<file path="src/rtl/draw_card_bank_pkg.sv">
// rtl/draw_card_bank_pkg.sv - shared field layout, encodings and colours for draw_card_bank
package draw_card_bank_pkg;

    // VGA bus layout, LSB first: rgb, vcount, hcount, vblnk, hblnk, vs, hs
    localparam int VGA_BUS_SIZE = 38;
    localparam int CNT_W        = 11;
    localparam int RGB_W        = 12;
    localparam int RGB_LSB      = 0;
    localparam int VCOUNT_LSB   = 12;
    localparam int HCOUNT_LSB   = 23;
    localparam int VBLNK_BIT    = 34;
    localparam int HBLNK_BIT    = 35;
    localparam int VS_BIT       = 36;
    localparam int HS_BIT       = 37;

    localparam int CARD_WORD_W     = 14;
    localparam int CARD_ACTIVE_BIT = 0;
    localparam int CARD_FACE_BIT   = 1;
    localparam int CARD_RGB_LSB    = 2;
    localparam int POS_W           = 20;
    localparam int POS_X_LSB       = 0;
    localparam int POS_Y_LSB       = 10;
    localparam int POS_FIELD_W     = 10;

    localparam logic [1:0] CARD_INACTIVE = 2'b00;
    localparam logic [1:0] CARD_DOWN     = 2'b01;
    localparam logic [1:0] CARD_UP       = 2'b11;

    localparam logic [11:0] COVERED_COLOR_DEF = 12'h0AA;
    localparam logic [11:0] BORDER_COLOR_DEF  = 12'hFFF;

    typedef struct packed {
        logic [POS_W-1:0]       pos;
        logic [CARD_WORD_W-1:0] card;
    } card_entry_t;

endpackage

</file>
<file path="src/rtl/draw_card_bank_card_hit.sv">
// rtl/draw_card_bank_card_hit.sv - card_hit: combinational rectangle test for one card (edge flag with DRAW_CARD_BORDER_EN)
module card_hit
    import draw_card_bank_pkg::*;
#(
    parameter int CARD_W = 64,
    parameter int CARD_H = 96
)(
    input  logic             enable,
    input  logic [POS_W-1:0] pos,
    input  logic [CNT_W-1:0] hcount,
    input  logic [CNT_W-1:0] vcount,
    output logic             hit
`ifdef DRAW_CARD_BORDER_EN
    ,
    output logic             on_edge
`endif
);

    logic [CNT_W-1:0] x0, y0, x1, y1;

    // One bit wider than the 10-bit origin so the far edge never wraps
    assign x0 = {1'b0, pos[POS_X_LSB +: POS_FIELD_W]};
    assign y0 = {1'b0, pos[POS_Y_LSB +: POS_FIELD_W]};
    assign x1 = x0 + CNT_W'(CARD_W);
    assign y1 = y0 + CNT_W'(CARD_H);

    assign hit = enable && (hcount >= x0) && (hcount < x1)
                        && (vcount >= y0) && (vcount < y1);

`ifdef DRAW_CARD_BORDER_EN
    assign on_edge = hit && ((hcount == x0) || (hcount == x1 - 11'd1)
                          || (vcount == y0) || (vcount == y1 - 11'd1));
`endif

endmodule

</file>
<file path="src/rtl/draw_card_bank.sv">
// rtl/draw_card_bank.sv - double-buffered card bank overlay on a VGA stream; DRAW_CARD_BORDER_EN adds card frames
module draw_card_bank
    import draw_card_bank_pkg::*;
#(
    parameter int          N_CARDS       = 4,
    parameter int          CARD_W        = 64,
    parameter int          CARD_H        = 96,
    parameter logic [11:0] COVERED_COLOR = COVERED_COLOR_DEF,
    parameter logic [11:0] BORDER_COLOR  = BORDER_COLOR_DEF,
    localparam int         IDX_W         = (N_CARDS > 1) ? $clog2(N_CARDS) : 1
)(
    input  logic                    pclk,
    input  logic                    rst_n,
    input  logic [VGA_BUS_SIZE-1:0] vga_in,
    output logic [VGA_BUS_SIZE-1:0] vga_out,
    output logic                    rd_req,
    output logic [IDX_W-1:0]        rd_idx,
    input  logic                    rd_valid,
    input  logic [CARD_WORD_W-1:0]  rd_card,
    input  logic [POS_W-1:0]        rd_pos,
    output logic                    sync_done,
    output logic                    load_miss
);

    localparam logic [1:0] S_IDLE   = 2'd0;
    localparam logic [1:0] S_REQ    = 2'd1;
    localparam logic [1:0] S_WAIT   = 2'd2;
    localparam logic [1:0] S_COMMIT = 2'd3;
    localparam logic [IDX_W-1:0] LAST_IDX = IDX_W'(N_CARDS - 1);

    logic [1:0]  state;
    logic        vblnk_q;
    card_entry_t act_bank [N_CARDS];
    card_entry_t shd_bank [N_CARDS];

    logic             vblnk_in;
    logic             vblnk_rise, vblnk_fall;
    logic [CNT_W-1:0] hcount_in, vcount_in;
    logic [RGB_W-1:0] rgb_in, pixel;

    assign vblnk_in   = vga_in[VBLNK_BIT];
    assign hcount_in  = vga_in[HCOUNT_LSB +: CNT_W];
    assign vcount_in  = vga_in[VCOUNT_LSB +: CNT_W];
    assign rgb_in     = vga_in[RGB_LSB +: RGB_W];
    assign vblnk_rise = vblnk_in && !vblnk_q;
    assign vblnk_fall = !vblnk_in && vblnk_q;

    assign rd_req    = (state == S_REQ);
    assign sync_done = (state == S_COMMIT);

    always_ff @(posedge pclk or negedge rst_n) begin
        if (!rst_n) begin
            state     <= S_IDLE;
            rd_idx    <= '0;
            vblnk_q   <= 1'b0;
            load_miss <= 1'b0;
            vga_out   <= '0;
            for (int i = 0; i < N_CARDS; i++) begin
                act_bank[i] <= '0;
                shd_bank[i] <= '0;
            end
        end else begin
            vblnk_q   <= vblnk_in;
            load_miss <= 1'b0;
            vga_out   <= {vga_in[VGA_BUS_SIZE-1:RGB_W], pixel};
            case (state)
                S_IDLE: begin
                    if (vblnk_rise) begin
                        state  <= S_REQ;
                        rd_idx <= '0;
                    end
                end
                S_REQ, S_WAIT: begin
                    // Losing the blanking window wins over a late word
                    if (vblnk_fall) begin
                        state     <= S_IDLE;
                        load_miss <= 1'b1;
                    end else if (rd_valid) begin
                        shd_bank[rd_idx] <= '{pos: rd_pos, card: rd_card};
                        if (rd_idx == LAST_IDX) begin
                            state <= S_COMMIT;
                        end else begin
                            rd_idx <= rd_idx + 1'b1;
                            state  <= S_REQ;
                        end
                    end else if (state == S_REQ) begin
                        state <= S_WAIT;
                    end
                end
                S_COMMIT: begin
                    act_bank <= shd_bank;
                    state    <= S_IDLE;
                end
                default: state <= S_IDLE;
            endcase
        end
    end

    logic [N_CARDS-1:0] hit_vec;
`ifdef DRAW_CARD_BORDER_EN
    logic [N_CARDS-1:0] edge_vec;
`endif

    for (genvar g = 0; g < N_CARDS; g++) begin : g_hit
        card_hit #(
            .CARD_W (CARD_W),
            .CARD_H (CARD_H)
        ) u_card_hit (
            .enable  (act_bank[g].card[CARD_ACTIVE_BIT]),
            .pos     (act_bank[g].pos),
            .hcount  (hcount_in),
            .vcount  (vcount_in),
            .hit     (hit_vec[g])
`ifdef DRAW_CARD_BORDER_EN
            ,
            .on_edge (edge_vec[g])
`endif
        );
    end

    logic             win_hit, win_face;
    logic [RGB_W-1:0] win_rgb;
`ifdef DRAW_CARD_BORDER_EN
    logic             win_edge;
`endif

    // Scan high to low so the lowest hitting index is the last to overwrite
    always_comb begin
        win_hit  = 1'b0;
        win_face = 1'b0;
        win_rgb  = '0;
`ifdef DRAW_CARD_BORDER_EN
        win_edge = 1'b0;
`endif
        for (int i = N_CARDS - 1; i >= 0; i--) begin
            if (hit_vec[i]) begin
                win_hit  = 1'b1;
                win_face = act_bank[i].card[CARD_FACE_BIT];
                win_rgb  = act_bank[i].card[CARD_RGB_LSB +: RGB_W];
`ifdef DRAW_CARD_BORDER_EN
                win_edge = edge_vec[i];
`endif
            end
        end
        if (!win_hit)
            pixel = rgb_in;
        else if (win_face)
            pixel = win_rgb;
        else
            pixel = COVERED_COLOR;
`ifdef DRAW_CARD_BORDER_EN
        if (win_hit && win_edge)
            pixel = BORDER_COLOR;
`endif
    end

endmodule

</file>
<file path="config.mk">
export PLATFORM = sky130hd
export DESIGN_NAME = draw_card_bank
export DESIGN_NICKNAME = d
export VERILOG_FILES = /design/src/rtl/draw_card_bank_pkg.sv /design/src/rtl/draw_card_bank_card_hit.sv /design/src/rtl/draw_card_bank.sv
export SDC_FILE = /design/constraint.sdc
export NUM_CORES = 1
export LEC_CHECK = 0
export ABC_AREA = 0
export CAP_MARGIN = 40
export CORE_ASPECT_RATIO = 0.6
export CORE_MARGIN = 1
export CORE_UTILIZATION = 41
export CTS_BUF_LIST = sky130_fd_sc_hd__clkbuf_4 sky130_fd_sc_hd__clkbuf_8
export CTS_CLUSTER_DIAMETER = 200
export DETAILED_ROUTE_END_ITERATION = 6
export PLACE_DENSITY = 0.56
export SLEW_MARGIN = 30
export SYNTH_ARGS = -nofsm -noshare
export SYNTH_HDL_FRONTEND = slang
export SYNTH_SLANG_ARGS = --single-unit
</file>
<file path="constraint.sdc">
create_clock -name pclk -period 9.76 [get_ports pclk]
set_input_delay 0.976 -clock pclk [delete_from_list [all_inputs] [get_ports pclk]]
set_output_delay 0.976 -clock pclk [all_outputs]
set_load 0.02 [all_outputs]
</file>
==> flow_metrics.tcl <==
set metrics [dict create \
    status "finished clean" \
    slew_viol_final 0 \
    root_buffer "clkbuf_8" \
    hold_slack_ns 0.308 \
    skew_ns 0.0233 \
    worst_slew_pin_slew_ns 0.811 \
    cts_resized 0 \
    netlist_area_mm2 0.0152 \
    cap_viol_max_count 0 \
    hold_violations 0 \
    async_flop_share_pct 100 \
    min_period_ns 4.69 \
    hold_buffers 0 \
    clk_latency_ns 0.61 \
    fin_area_mm2 0.0180 \
    cts_tree "built" \
    dieArea_mm2 0.0378 \
    io_buffers 117 \
    die_y_um 151 \
    path_max_fanout 15 \
    post_cts_buffers 0 \
    antenna_cells 0 \
    drt_iter0_drc 484 \
    nNetsFinal 1636 \
    synth_edf_count 0 \
    p_per_area_mw_per_mm2 285 \
    drive_gt1_share_pct 21.0 \
    area_growth_pct 18.8 \
    fillers 3292 \
    clkTransAtPathRegs_ns 0.06 \
    wl_per_cell_um 19.5 \
    seq_area_mm2 0.00788 \
    core_area_mm2 0.0364 \
    leakagePower_nw 8.07 \
    setup_viol_count_final 0 \
    via_per_inst 5.26 \
    multiInputGateArea_mm2 0.00673 \
    final.setup.tns_ns 0 \
    grt_pass1_vias 10400 \
    gr-total-overflow 0 \
    grt_pass1_wl_mm 59.7 \
    rsz0062_at_grt "false" \
    cts.sinks 315 \
    syn_nets 1497 \
    fin_ws_ns 5.07 \
    grt_max_degree 118 \
    placement.cell_area_mm2 0.0169 \
    cts_buffers 49 \
    max_freq_mhz 213 \
    via_count 10200 \
    fin_crit_sh_pct 48.0 \
    crit_start "vga_in[22]" \
    critPathKind "input port to flop" \
    start_util_pct 41.7 \
    yosysSeqAreaShare_pct 51.9 \
    fp.dieW_um 250 \
    fp-row-count 54 \
    preCtsSetupSlack_ns 4.43 \
    cp-start-kind "input port" \
    synthFlopType "dfrtp_1" \
    pin_count 118 \
    finalWirelength_mm 37.8 \
    dpl.hpwl_mm 26.2 \
    grt_use_total_pct 20.6 \
    yosysUniqueCellTypes 60 \
    grt_antenna_before_repair 1 \
    synth.yosys.warnings 0 \
    cp-end-kind "flop" \
    drtAntennaViolNets 0 \
    critPathRequiredTime_ns 10.30 \
    hold_path.class "input port to asynchronous set/reset pin" \
    htree_num_levels 2 \
    netlist_instances 1283 \
    max_slew_margin_pct 45.6 \
    rr_startpoint "act_bank[131]" \
    drc 0 \
    synth_area_per_cell_um2 11.8 \
    synth-seq-cells 315 \
    drtPass1Iterations 5 \
    crit_arrival_ns 5.23 \
    vdd_ir_drop_max_mv 0.116 \
    gp_congestion 0.843 \
    clk_path_buf_depth 3 \
]
layer usage:
layer  GRT usage (%)  routed length, um  vias up
li1                -                  -     4862
met1            32.0              20100     5088
met2            29.6              15500      179
met3            3.87               1670       48
met4            4.29                549        2
met5               0                 12        -
metrics by stage:
step | power (mW) | util [%] | cells
2_1_floorplan | 3.37 | - | 1283
3_3_place_gp | 3.89 | 46.3 | 1841
3_5_place_dp | 3.96 | 46.4 | 1844
4_1_cts | 5.19 | 49.3 | 1931
5_1_grt | 5.53 | 49.6 | 1934
6_report | 5.14 | 49.6 | 1934
flip-flops by register name (all words and copies together), names as in the netlist:
| name | flops |
|---|---|
| load_miss | 1 |
| vga_out | 38 |
| shd_bank | 136 |
| rd_idx | 2 |
| act_bank | 136 |
| state | 2 |
cell type report:
cell class	instances	area share, %
Clock buffer	75	5.27
Clock inverter	12	0.596
Inverter	106	2.20
Multi-Input combinational cell	816	37.3
Sequential cell	315	43.7
Tap cell	476	3.30
Timing Repair Buffer	134	7.64
cell usage after synthesis (13+ instances only):
| cell type | count | share of area (%) |
|---|---|---|
| mux2_2 | 190 | 14 |
| xnor2_1 | 16 | 0.92 |
| a21oi_1 | 27 | 0.89 |
| clkbuf_1 | 37 | 0.91 |
| nand2_1 | 109 | 2.7 |
| inv_1 | 106 | 2.6 |
| a221o_1 | 13 | 0.86 |
| nor2_1 | 26 | 0.64 |
| o21ai_0 | 105 | 3.5 |
| nand3_1 | 18 | 0.59 |
| dfrtp_1 | 315 | 52 |
| a211oi_1 | 15 | 0.74 |
| ha_1 | 139 | 11 |
cells in the final DEF, fill, tap and decap left out, types with 5 or more instances in the layout:
master,count
o22a_1,8
a221o_1,13
a31oi_1,8
nand2_1,105
a21o_1,10
clkinv_2,7
inv_1,106
nor3_1,12
o2111ai_1,12
nor4_1,9
clkbuf_8,62
clkdlybuf4s50_1,116
ha_1,138
xnor2_1,16
o21ai_0,105
a21oi_1,27
buf_4,11
a211o_1,5
nand2b_1,10
nand4_1,5
nor2_1,26
a32o_1,8
clkbuf_4,13
a22oi_1,6
nor2b_1,8
o21a_1,11
nand3_1,18
mux2_2,190
dfrtp_1,315
a211oi_1,15
cells by family after synthesis:
| logic type | synth area share (%) |
|---|---|
| flops | 51.9 |
| fa+ha+maj | 11.5 |
| simple gates | 6.61 |
| mux | 14.2 |
| compound gates | 10.8 |
| xor+xnor | 1.15 |
| buf+inv | 3.91 |
path summary, 6_finish.rpt:
path | endpoint | slack, ns | cells after the start
min in group pclk | act_bank[128] | 0.47 | 2
worst max-delay path | vga_out[10] | 5.07 | 11
worst min-delay path | act_bank[23] | 0.31 | 1
worst min register to register | act_bank[128] | 0.47 | 2
max in group asynchronous | shd_bank[38] | 8.13 | 4
worst max register to register | vga_out[10] | 5.34 | 14
critical path, cell delays in order:
cell and delay (ns):
clkdlybuf4s50_1 0.74, ha_1 0.39, or3b_1 0.34, a221oi_1 0.27, o2111ai_1 0.21, nor3_1 0.48
nand3_1 0.63, and2_1 0.41, a221oi_1 0.34, buf_4 0.26, a32o_1 0.18
power by group:
| part | internal [mW] | switching [mW] | leakage, nW |
|---|---|---|---|
| Combinational | 0.875 | 0.927 | 3.60 |
| Clock | 0.652 | 0.548 | 0.561 |
| Sequential | 1.84 | 0.291 | 3.91 |
| Total | 3.37 | 1.77 | 8.07 |
No activity file was read; power rests on OpenSTA's default activity.
